File: src/rtl/kl10pv_pkg.sv
// rtl/kl10pv_pkg.sv - shared KL10 MBOX types: word width, MBUS phase, read request
package kl10pv;

  localparam int W36 = 36;

  typedef enum logic {PH_A = 1'b0, PH_B = 1'b1} mbus_phase_t;

  typedef struct packed {
    logic [14:35] adr;
    logic [0:3]   mask;
  } mbus_req_t;

  // Leftmost set bit of a [0:3] word mask; mask bit k names quadword word adr+k.
  function automatic logic [1:0] first_set(input logic [0:3] m);
    first_set = 2'd0;
    for (int k = 3; k >= 0; k--) begin
      if (m[k]) first_set = 2'(k);
    end
  endfunction

endpackage

File: src/rtl/mbus_rr_arb.sv
// rtl/mbus_rr_arb.sv - round-robin arbiter over NREQ requesters
module mbus_rr_arb #(
  parameter int NREQ = 2,
  localparam int IDW = (NREQ > 1) ? $clog2(NREQ) : 1
) (
  input  logic            clk,
  input  logic            reset,
  input  logic [NREQ-1:0] req,
  input  logic            advance,
  output logic [NREQ-1:0] grant,
  output logic [IDW-1:0]  id,
  output logic            any
);

  logic [IDW-1:0] ptr;

  // Search starts at ptr and wraps, so the most recently served requester goes last.
  always_comb begin
    logic [IDW-1:0] idx;
    grant = '0;
    id    = '0;
    any   = 1'b0;
    idx   = '0;
    for (int i = 0; i < NREQ; i++) begin
      idx = IDW'((int'(ptr) + i) % NREQ);
      if (!any && req[idx]) begin
        any        = 1'b1;
        id         = idx;
        grant[idx] = 1'b1;
      end
    end
  end

  always_ff @(posedge clk) begin
    if (reset) begin
      ptr <= '0;
    end else if (advance) begin
      ptr <= (id == IDW'(NREQ - 1)) ? '0 : id + 1'b1;
    end
  end

endmodule

File: src/rtl/mbus_ctl.sv
// rtl/mbus_ctl.sv - MBUS master: arbitrates quadword reads, runs one MBUS cycle at a time
module mbus_ctl
  import kl10pv::*;
#(
  parameter int NREQ = 2,
  parameter int TIMEOUT = 64,
  localparam int IDW = (NREQ > 1) ? $clog2(NREQ) : 1
) (
  input  logic                   clk,
  input  logic                   reset,
  input  logic [NREQ-1:0]        rqValid,
  input  logic [NREQ-1:0][14:35] rqAdr,
  input  logic [NREQ-1:0][0:3]   rqMask,
  output logic [NREQ-1:0]        rqGrant,
  output logic                   rdValid,
  output logic [W36-1:0]         rdData,
  output logic [34:35]           rdWo,
  output logic [IDW-1:0]         rdId,
  output logic                   rdParErr,
  output logic                   rdDone,
  output logic                   nxmErr,
  output logic [14:35]           mbAdr,
  output logic [0:3]             mbRq,
  output logic                   mbAdrHold,
  output logic                   mbStartA,
  output logic                   mbStartB,
  input  logic                   mbAcknA,
  input  logic                   mbAcknB,
  input  logic                   mbValidA,
  input  logic                   mbValidB,
  input  logic [W36-1:0]         mbD,
  input  logic                   mbPar,
  output logic                   mbMemReset
);

  localparam int CW = $clog2(TIMEOUT + 1);

  typedef enum logic [1:0] {ST_IDLE, ST_START, ST_WAIT, ST_DATA} state_t;

  state_t         state, state_n;
  mbus_req_t      cur, cur_n;
  logic [IDW-1:0] cur_id, id_n;
  logic [0:3]     rem, rem_n;
  logic [CW-1:0]  cnt, cnt_n;
  logic           rd_valid_r, vld_n, rd_par_r, par_n, rd_done_r, done_n, nxm_r, nxm_n;
  logic [W36-1:0] rd_data_r, data_n;
  logic [1:0]     rd_wo_r, wo_n, k;

  logic [NREQ-1:0] arb_grant;
  logic [IDW-1:0]  arb_id;
  logic            arb_any, advance, take, act, ack_sel, vld_sel;
  mbus_phase_t     ph;

  mbus_rr_arb #(.NREQ(NREQ)) u_arb (
    .clk     (clk),
    .reset   (reset),
    .req     (rqValid),
    .advance (advance),
    .grant   (arb_grant),
    .id      (arb_id),
    .any     (arb_any)
  );

  assign ph      = mbus_phase_t'(cur.adr[33]);
  assign ack_sel = (ph == PH_B) ? mbAcknB : mbAcknA;
  assign vld_sel = (ph == PH_B) ? mbValidB : mbValidA;
  assign k       = first_set(rem);

  always_ff @(posedge clk) begin
    if (reset) begin
      state      <= ST_IDLE;
      cur        <= '0;
      cur_id     <= '0;
      rem        <= '0;
      cnt        <= '0;
      rd_valid_r <= 1'b0;
      rd_data_r  <= '0;
      rd_wo_r    <= '0;
      rd_par_r   <= 1'b0;
      rd_done_r  <= 1'b0;
      nxm_r      <= 1'b0;
    end else begin
      state      <= state_n;
      cur        <= cur_n;
      cur_id     <= id_n;
      rem        <= rem_n;
      cnt        <= cnt_n;
      rd_valid_r <= vld_n;
      rd_data_r  <= data_n;
      rd_wo_r    <= wo_n;
      rd_par_r   <= par_n;
      rd_done_r  <= done_n;
      nxm_r      <= nxm_n;
    end
  end

  always_comb begin
    state_n = state;
    cur_n   = cur;
    id_n    = cur_id;
    rem_n   = rem;
    cnt_n   = cnt;
    vld_n   = 1'b0;
    data_n  = rd_data_r;
    wo_n    = rd_wo_r;
    par_n   = 1'b0;
    done_n  = 1'b0;
    nxm_n   = 1'b0;
    advance = 1'b0;
    take    = 1'b0;
    case (state)
      ST_IDLE: begin
        if (arb_any) begin
          advance  = 1'b1;
          cur_n    = '{adr: rqAdr[arb_id], mask: rqMask[arb_id]};
          id_n     = arb_id;
          rem_n    = rqMask[arb_id];
          cnt_n    = '0;
          // An empty mask needs no memory cycle at all.
          if (rqMask[arb_id] == 4'b0000) done_n = 1'b1;
          else                           state_n = ST_START;
        end
      end
      ST_START: begin
        cnt_n = CW'(1);
        if (ack_sel) begin
          state_n = ST_DATA;
          take    = vld_sel;
        end else begin
          state_n = ST_WAIT;
        end
      end
      ST_WAIT: begin
        if (ack_sel) begin
          state_n = ST_DATA;
          take    = vld_sel;
        end else if (cnt == CW'(TIMEOUT - 1)) begin
          done_n  = 1'b1;
          nxm_n   = 1'b1;
          state_n = ST_IDLE;
        end else begin
          cnt_n = cnt + 1'b1;
        end
      end
      default: take = vld_sel;
    endcase
    if (take) begin
      vld_n    = 1'b1;
      data_n   = mbD;
      par_n    = (mbPar != ^mbD);
      wo_n     = cur.adr[34:35] + k;
      rem_n[k] = 1'b0;
      if (rem_n == 4'b0000) begin
        done_n  = 1'b1;
        state_n = ST_IDLE;
      end
    end
  end

  // Everything reads as idle while reset is held, whatever state the flops still hold.
  assign act        = ~reset;
  assign mbMemReset = reset;
  assign rqGrant    = (act && state == ST_IDLE) ? arb_grant : '0;
  assign mbAdrHold  = act && (state != ST_IDLE);
  assign mbAdr      = mbAdrHold ? cur.adr : '0;
  assign mbRq       = mbAdrHold ? cur.mask : '0;
  assign mbStartA   = act && (state == ST_START) && (ph == PH_A);
  assign mbStartB   = act && (state == ST_START) && (ph == PH_B);
  assign rdValid    = act & rd_valid_r;
  assign rdData     = act ? rd_data_r : '0;
  assign rdWo       = act ? rd_wo_r : '0;
  assign rdId       = act ? cur_id : '0;
  assign rdParErr   = act & rd_par_r;
  assign rdDone     = act & rd_done_r;
  assign nxmErr     = act & nxm_r;

endmodule

File: config.mk
export PLATFORM = sky130hd
export DESIGN_NAME = mbus_ctl
export DESIGN_NICKNAME = d
export VERILOG_FILES = /design/src/rtl/kl10pv_pkg.sv /design/src/rtl/mbus_rr_arb.sv /design/src/rtl/mbus_ctl.sv
export SDC_FILE = /design/constraint.sdc
export NUM_CORES = 1
export LEC_CHECK = 0
export BUFFER_PORTS_ARGS = -buffer_cell sky130_fd_sc_hd__buf_2
export CORE_ASPECT_RATIO = 2
export CORE_MARGIN = 2
export CORE_UTILIZATION = 40
export DETAILED_ROUTE_END_ITERATION = 8
export PLACE_DENSITY = 0.65
export SETUP_SLACK_MARGIN = 0.5
export SLEW_MARGIN = 20
export SYNTH_ARGS = -nofsm -noshare
export SYNTH_HDL_FRONTEND = slang
export SYNTH_SLANG_ARGS = --single-unit
File: constraint.sdc
create_clock -name clk -period 2.06 [get_ports clk]
set_clock_uncertainty 0.05 [all_clocks]
set_input_delay 0.309 -clock clk [delete_from_list [all_inputs] [get_ports clk]]
set_output_delay 0.309 -clock clk [all_outputs]
set_load 0.005 [all_outputs]
# After elaboration in Yosys (flattened, before gate mapping)
# Index checks and enable logic that the tools add are counted.
# totals
reg_bits	83
inputBits	97
out_inout_bits	75
# classes
add_sub_neg	4
n_lt_le_gt_ge	7
eq_ne	7
n_mux	60
n_bitwise	12
n_reduce_logical	21
# op_table
operator	n
$mux 22	3
$mux 36	1
$reduce_xor 36->1	1
$mux 2	14
$mux 1	26
$mux 4	6
$mux 7	3
$pmux 7 s3	1
$logic_and 1x1->1	9
$logic_not 4->1	2
$add 7x1->7 const B	1
$eq 7x6->1 const B	1
$lt 1x2->1 const B	3
$ne 2x2->1 const B	3
$pmux 2 s3	1
$reduce_or 2->1	3
$and 1x1->1	4
$and 4x4->4	1
$not 1->1	4
$not 4->4	1
$pmux 1 s2	2
$reduce_and 4->1	1
$ge 3x3->1 const B	1
$lt 3x1->1 const B	1
15 further kinds	18

# Depth between registers and ports, before layout
# logic_depth
ltp_word	14
mapped_depth	10

# Modules after synthesis
# Synthesis repeated with hierarchy kept, for this count alone.
# hier_totals
cells_unflattened	535
hier_area_um2	4498.1
# modules_own_cells
module	instances	cells_each	area_each_um2
mbus_ctl	1	527	4416.7
mbus_rr_arb	1	8	81.3

# Least setup slack after synthesis
# No wires, ideal clock.
# synth_path
path_type	reg2out
start	register state[0]
end	output port rqGrant[0]
t_arrival_ps	1460
slack_ps	241
stages_incl_launch_ff	8
path_buffers	3
cell_sequence	dfxtp_1 -> inv_1 -> ha_1 -> clkbuf_2 -> and3_1 -> clkbuf_1 -> clkbuf_1 -> and2_1
# synth_via
elab_chain_cells	3
# synth_rtl
element	line_no	rtl
start: declaration	mbus_ctl.sv:40	state_t state, state_n;
start signal: assignment	mbus_ctl.sv:83	state <= state_n;
$logic_not 2->1	mbus_ctl.sv:163	assign rqGrant = (act && state == ST_IDLE) ? arb_grant : '0;
$logic_and 1x1->1	mbus_ctl.sv:163	
$mux 2	mbus_ctl.sv:163	
end: declaration	mbus_ctl.sv:14	output logic [NREQ-1:0] rqGrant,
# Every way passes these cells.

# Worst setup path in the final report
# layout_path
start	register state[0]
end	output port rqGrant[1]
# Same word-level chain as after synthesis.

==> qor.txt <==
ROUTING
----------------------------------------------------------------------------------------
TritonRoute pass-1 iters                                                               4
Initial detailed-routing violation count                                             152
Detailed-route wire length                                                      15600 um
Detailed-route via count                                                            4736
Remaining antenna violation count after routing                                        0
Routed wire length per instance                                                  17.5 um
Total DRC errors in the routed layout                                                  0
Via-to-Cell Ratio                                                                   5.30

OUTCOME
----------------------------------------------------------------------------------------
Result of the run                                                           finished clean

SYNTH
----------------------------------------------------------------------------------------
Synthesized net count                                                                641
Number of enable-type register cells in the synthesized netlist                        0
Commonest register cell after synthesis                                     sky130_fd_sc_hd__dfxtp_1
Most used standard cells in the synthesized netlist                         108 x sky130_fd_sc_hd__nand2_1, 83 x sky130_fd_sc_hd__dfxtp_1, 69 x sky130_fd_sc_hd__a21oi_1, 46 x sky130_fd_sc_hd__nor2b_1, 30 x sky130_fd_sc_hd__xnor2_1
Cells taking the most area after synthesis                                  sky130_fd_sc_hd__dfxtp_1 39%, sky130_fd_sc_hd__nand2_1 9.5%, sky130_fd_sc_hd__a21oi_1 8.1%
Count of state elements after synthesis                                               83
Netlist area before placement                                                  4290 um^2
Cell type contributing the most total cell area after synthesis             sky130_fd_sc_hd__dfxtp_1
Fraction of registers with async set/reset                                            0%
Fraction of the yosys area taken by sequential cells                               38.7%
Mapped Avg Cell Area                                                           7.97 um^2
Fraction of synthesized cell area taken by the top area cell type                  38.7%
Synth warnings                                                                         0
Count leader, synth                                                         sky130_fd_sc_hd__nand2_1
Cells after Synth                                                                    538
Number of distinct library cells after synthesis                                      50

FLOORPLAN
----------------------------------------------------------------------------------------
Die Y                                                                             150 um
Number of placement rows                                                              53
Starting density of the core                                                       40.9%
Horizontal die dimension                                                         77.2 um
Die Area                                                                      11600 um^2
Area of the core                                                              10500 um^2
Boundary pin count                                                                   172

PLACED DESIGN
----------------------------------------------------------------------------------------
Port buffer count                                                                    171
Routability congestion estimate from global placement                              0.811
Setup WS pre-CTS                                                                0.186 ns
Placed Instances                                                                     824
HPWL after detailed placement                                                    9140 um

WORST HOLD PATH
----------------------------------------------------------------------------------------
Min-delay worst type                                                        primary input to flip-flop

CRITICAL PATH
----------------------------------------------------------------------------------------
Data arrival time of the worst path                                              1.59 ns
Launching element type of the critical path                                    flip-flop
Delay of the slowest critical-path stage                                         0.34 ns
CP most frequent cell                                                       sky130_fd_sc_hd__buf_6
Sequence of cells on the critical path                                      inv_2 > ha_4 > buf_4 > buf_6 > and3_4 > and2_4 > buf_6
Largest fanout on the critical path                                                    3
Data required time at the worst endpoint                                         1.70 ns
Kind of capture point of the worst setup path                                output port
Startpoint-to-endpoint class of the critical path                           flip-flop to output port
Slowest CP cell                                                             sky130_fd_sc_hd__dfxtp_2

CLOCK NETWORK
----------------------------------------------------------------------------------------
Root Buffer                                                                 sky130_fd_sc_hd__clkbuf_16
Max Root-Sink Buffers                                                                  2
Number of buffers inserted during clock tree synthesis                                 9
CTS Sinks                                                                             83
Register clock-pin slew on the reported worst setup and hold paths               0.06 ns
Worst-skew pair later-pin latency                                                0.33 ns
CTS HTree Levels                                                                       3
TritonCTS clock tree                                                               built

TIMING
----------------------------------------------------------------------------------------
Post-route minimum period                                                        1.95 ns
Setup-violating endpoint count in the final report                                     0
Upper clock frequency limit                                                      513 MHz
Final hold slack                                                                0.164 ns
Headroom to the max-slew limit                                                     67.8%
Hold Violations, Final                                                                 0
Portion of the clock cycle consumed by the worst path in the final layout          94.6%
Actual slew at the worst max-slew pin                                           0.470 ns
Crit path setup slack, layout                                                   0.112 ns
Final count of pins violating max slew                                                 0
RSZ-0062 raised after global routing                                                 yes
Final-layout setup total negative slack                                             0 ns

PWR
----------------------------------------------------------------------------------------
Worst VDD drop                                                                    821 uV
Pwr Density                                                                 1250 nW/um^2
Leak                                                                             3.19 nW

FINAL LAYOUT
----------------------------------------------------------------------------------------
Antenna cells                                                                          0
Final Core Density                                                                 70.5%
Final-stage net count                                                                856
Share of post-route cells with drive strength above 1                              56.4%
Final instance count without filler cells                                            894
Layout area overhead                                                               72.2%

GLOBAL ROUTING
----------------------------------------------------------------------------------------
Aggregate global-route resource usage                                              24.8%
Number of global-route vias before repair                                           4807
First-pass GRT wire length                                                      22900 um
Maximum number of pins on one net before global-route repair                          39
GRT overflow                                                                           0
Antenna violations before repair                                                       0

FLOW RUN
----------------------------------------------------------------------------------------
Maxcap violations                                                                      0

==> per-stage QoR <==
step | area [um^2] | power (mW)
after floorplan | 4400 | 4.22
after detailed placement | 5300 | 4.82
after CTS | 6680 | 8.16
final | 7390 | 9.26
after global routing | 7390 | 9.72
after global placement | 5300 | 4.75
==> path summary, 6_finish.rpt <==
kind         cells past startpoint           from  slack, ns             to
max                              7       state[0]       0.11     rqGrant[1]
min                              3       rqAdr[0]       0.16         cur[4]
max reg2reg                      9       state[0]       0.18      rd_done_r
min reg2reg                      2  rd_data_r[10]       0.41  rd_data_r[10]
==> layout make-up <==
type                    instances  area, um^2
clock buffers                  10         229
fillers                       835        3090
well taps                     137         171
inverters                       9        33.8
flip-flops and latches         83        1670
clock inverters                 5        78.8
repair buffers                241        2000
multi-input cells             409        3200
==> registers in the layout, indices dropped and copies added (netlist names), 2 cells and up <==
signal     flops
rd_data_r     36
cur           26
cnt            7
state          2
rem            4
rd_wo_r        2
==> kinds of logic (layout without fill, tap and decap cells) <==
group	Yosys count	after routing	share of synthesized area, %
xor gates and xnor gates	42	42	8.90
and+or+nand+nor	234	234	26.3
adders and majority gates	6	6	1.75
muxes	4	4	1.08
DFF	83	83	38.7
AOI/OAI and AO/OA	122	123	17.7
buffers and inverters	47	265	5.51
==> layer usage <==
metal  vias to the layer above  part of all wire, %  track usage, %
li1                       2226                    -               -
met1                      2250                   34            24.8
met2                       189                   57            48.0
met3                        71                  3.8            3.48
met4                         0                  5.9            13.8
met5                         -                    0               0
==> critical path, delay by kind of cell (launching register included) <==
kind                       cells  cell delay (ns)
buffers and inverters          4             0.40
DFF                            1             0.34
and+or+nand+nor                2             0.33
adders and majority gates      1             0.18
==> power by group <==
| part | internal (mW) | switching, mW | total, mW | leakage (nW) |
|---|---|---|---|---|
| Clock | 1.05 | 0.652 | 1.71 | 0.152 |
| Combinational | 2.80 | 2.48 | 5.28 | 2.36 |
| Sequential | 1.98 | 0.289 | 2.26 | 0.679 |
==> placed cells by master (no fill, tap or decap), types with 3 or more instances in the layout <==
master and count:
sky130_fd_sc_hd__buf_2 146, sky130_fd_sc_hd__dfxtp_1 79, sky130_fd_sc_hd__nand2_1 54, sky130_fd_sc_hd__buf_6 48
sky130_fd_sc_hd__nor2b_1 44, sky130_fd_sc_hd__a21oi_1 41, sky130_fd_sc_hd__xnor2_1 29, sky130_fd_sc_hd__nand2_2 28
sky130_fd_sc_hd__nand2_4 26, sky130_fd_sc_hd__a21oi_2 26, sky130_fd_sc_hd__and2_4 22, sky130_fd_sc_hd__a22oi_2 21
sky130_fd_sc_hd__buf_4 21, sky130_fd_sc_hd__nor2_1 20, sky130_fd_sc_hd__xor2_1 11, sky130_fd_sc_hd__buf_16 11
sky130_fd_sc_hd__clkbuf_16 10, sky130_fd_sc_hd__inv_1 7, sky130_fd_sc_hd__buf_8 7, sky130_fd_sc_hd__buf_12 7
sky130_fd_sc_hd__and2_1 6, sky130_fd_sc_hd__a21oi_4 4, sky130_fd_sc_hd__o21a_1 4, sky130_fd_sc_hd__ha_4 4
sky130_fd_sc_hd__nor2_4 3, sky130_fd_sc_hd__and3_4 3, sky130_fd_sc_hd__and3_1 3, sky130_fd_sc_hd__nor4_1 3
sky130_fd_sc_hd__o21ai_0 3, sky130_fd_sc_hd__nand4_1 3, sky130_fd_sc_hd__dfxtp_2 3
==> timing repair <==
| item | 4_1_cts | 5_1_grt |
|---|---|---|
| setup buffers | 28 | 11 |
| hold buffers | 0 | 0 |
| hold endpoints to repair | 0 | 0 |
| resized for setup | 141 | 138 |
| pin swaps | 78 | 53 |
| endpoints found under the setup margin | 105 | 111 |
| cloned | 15 | 1 |
Note: power is estimated with default switching activity, not from simulation.
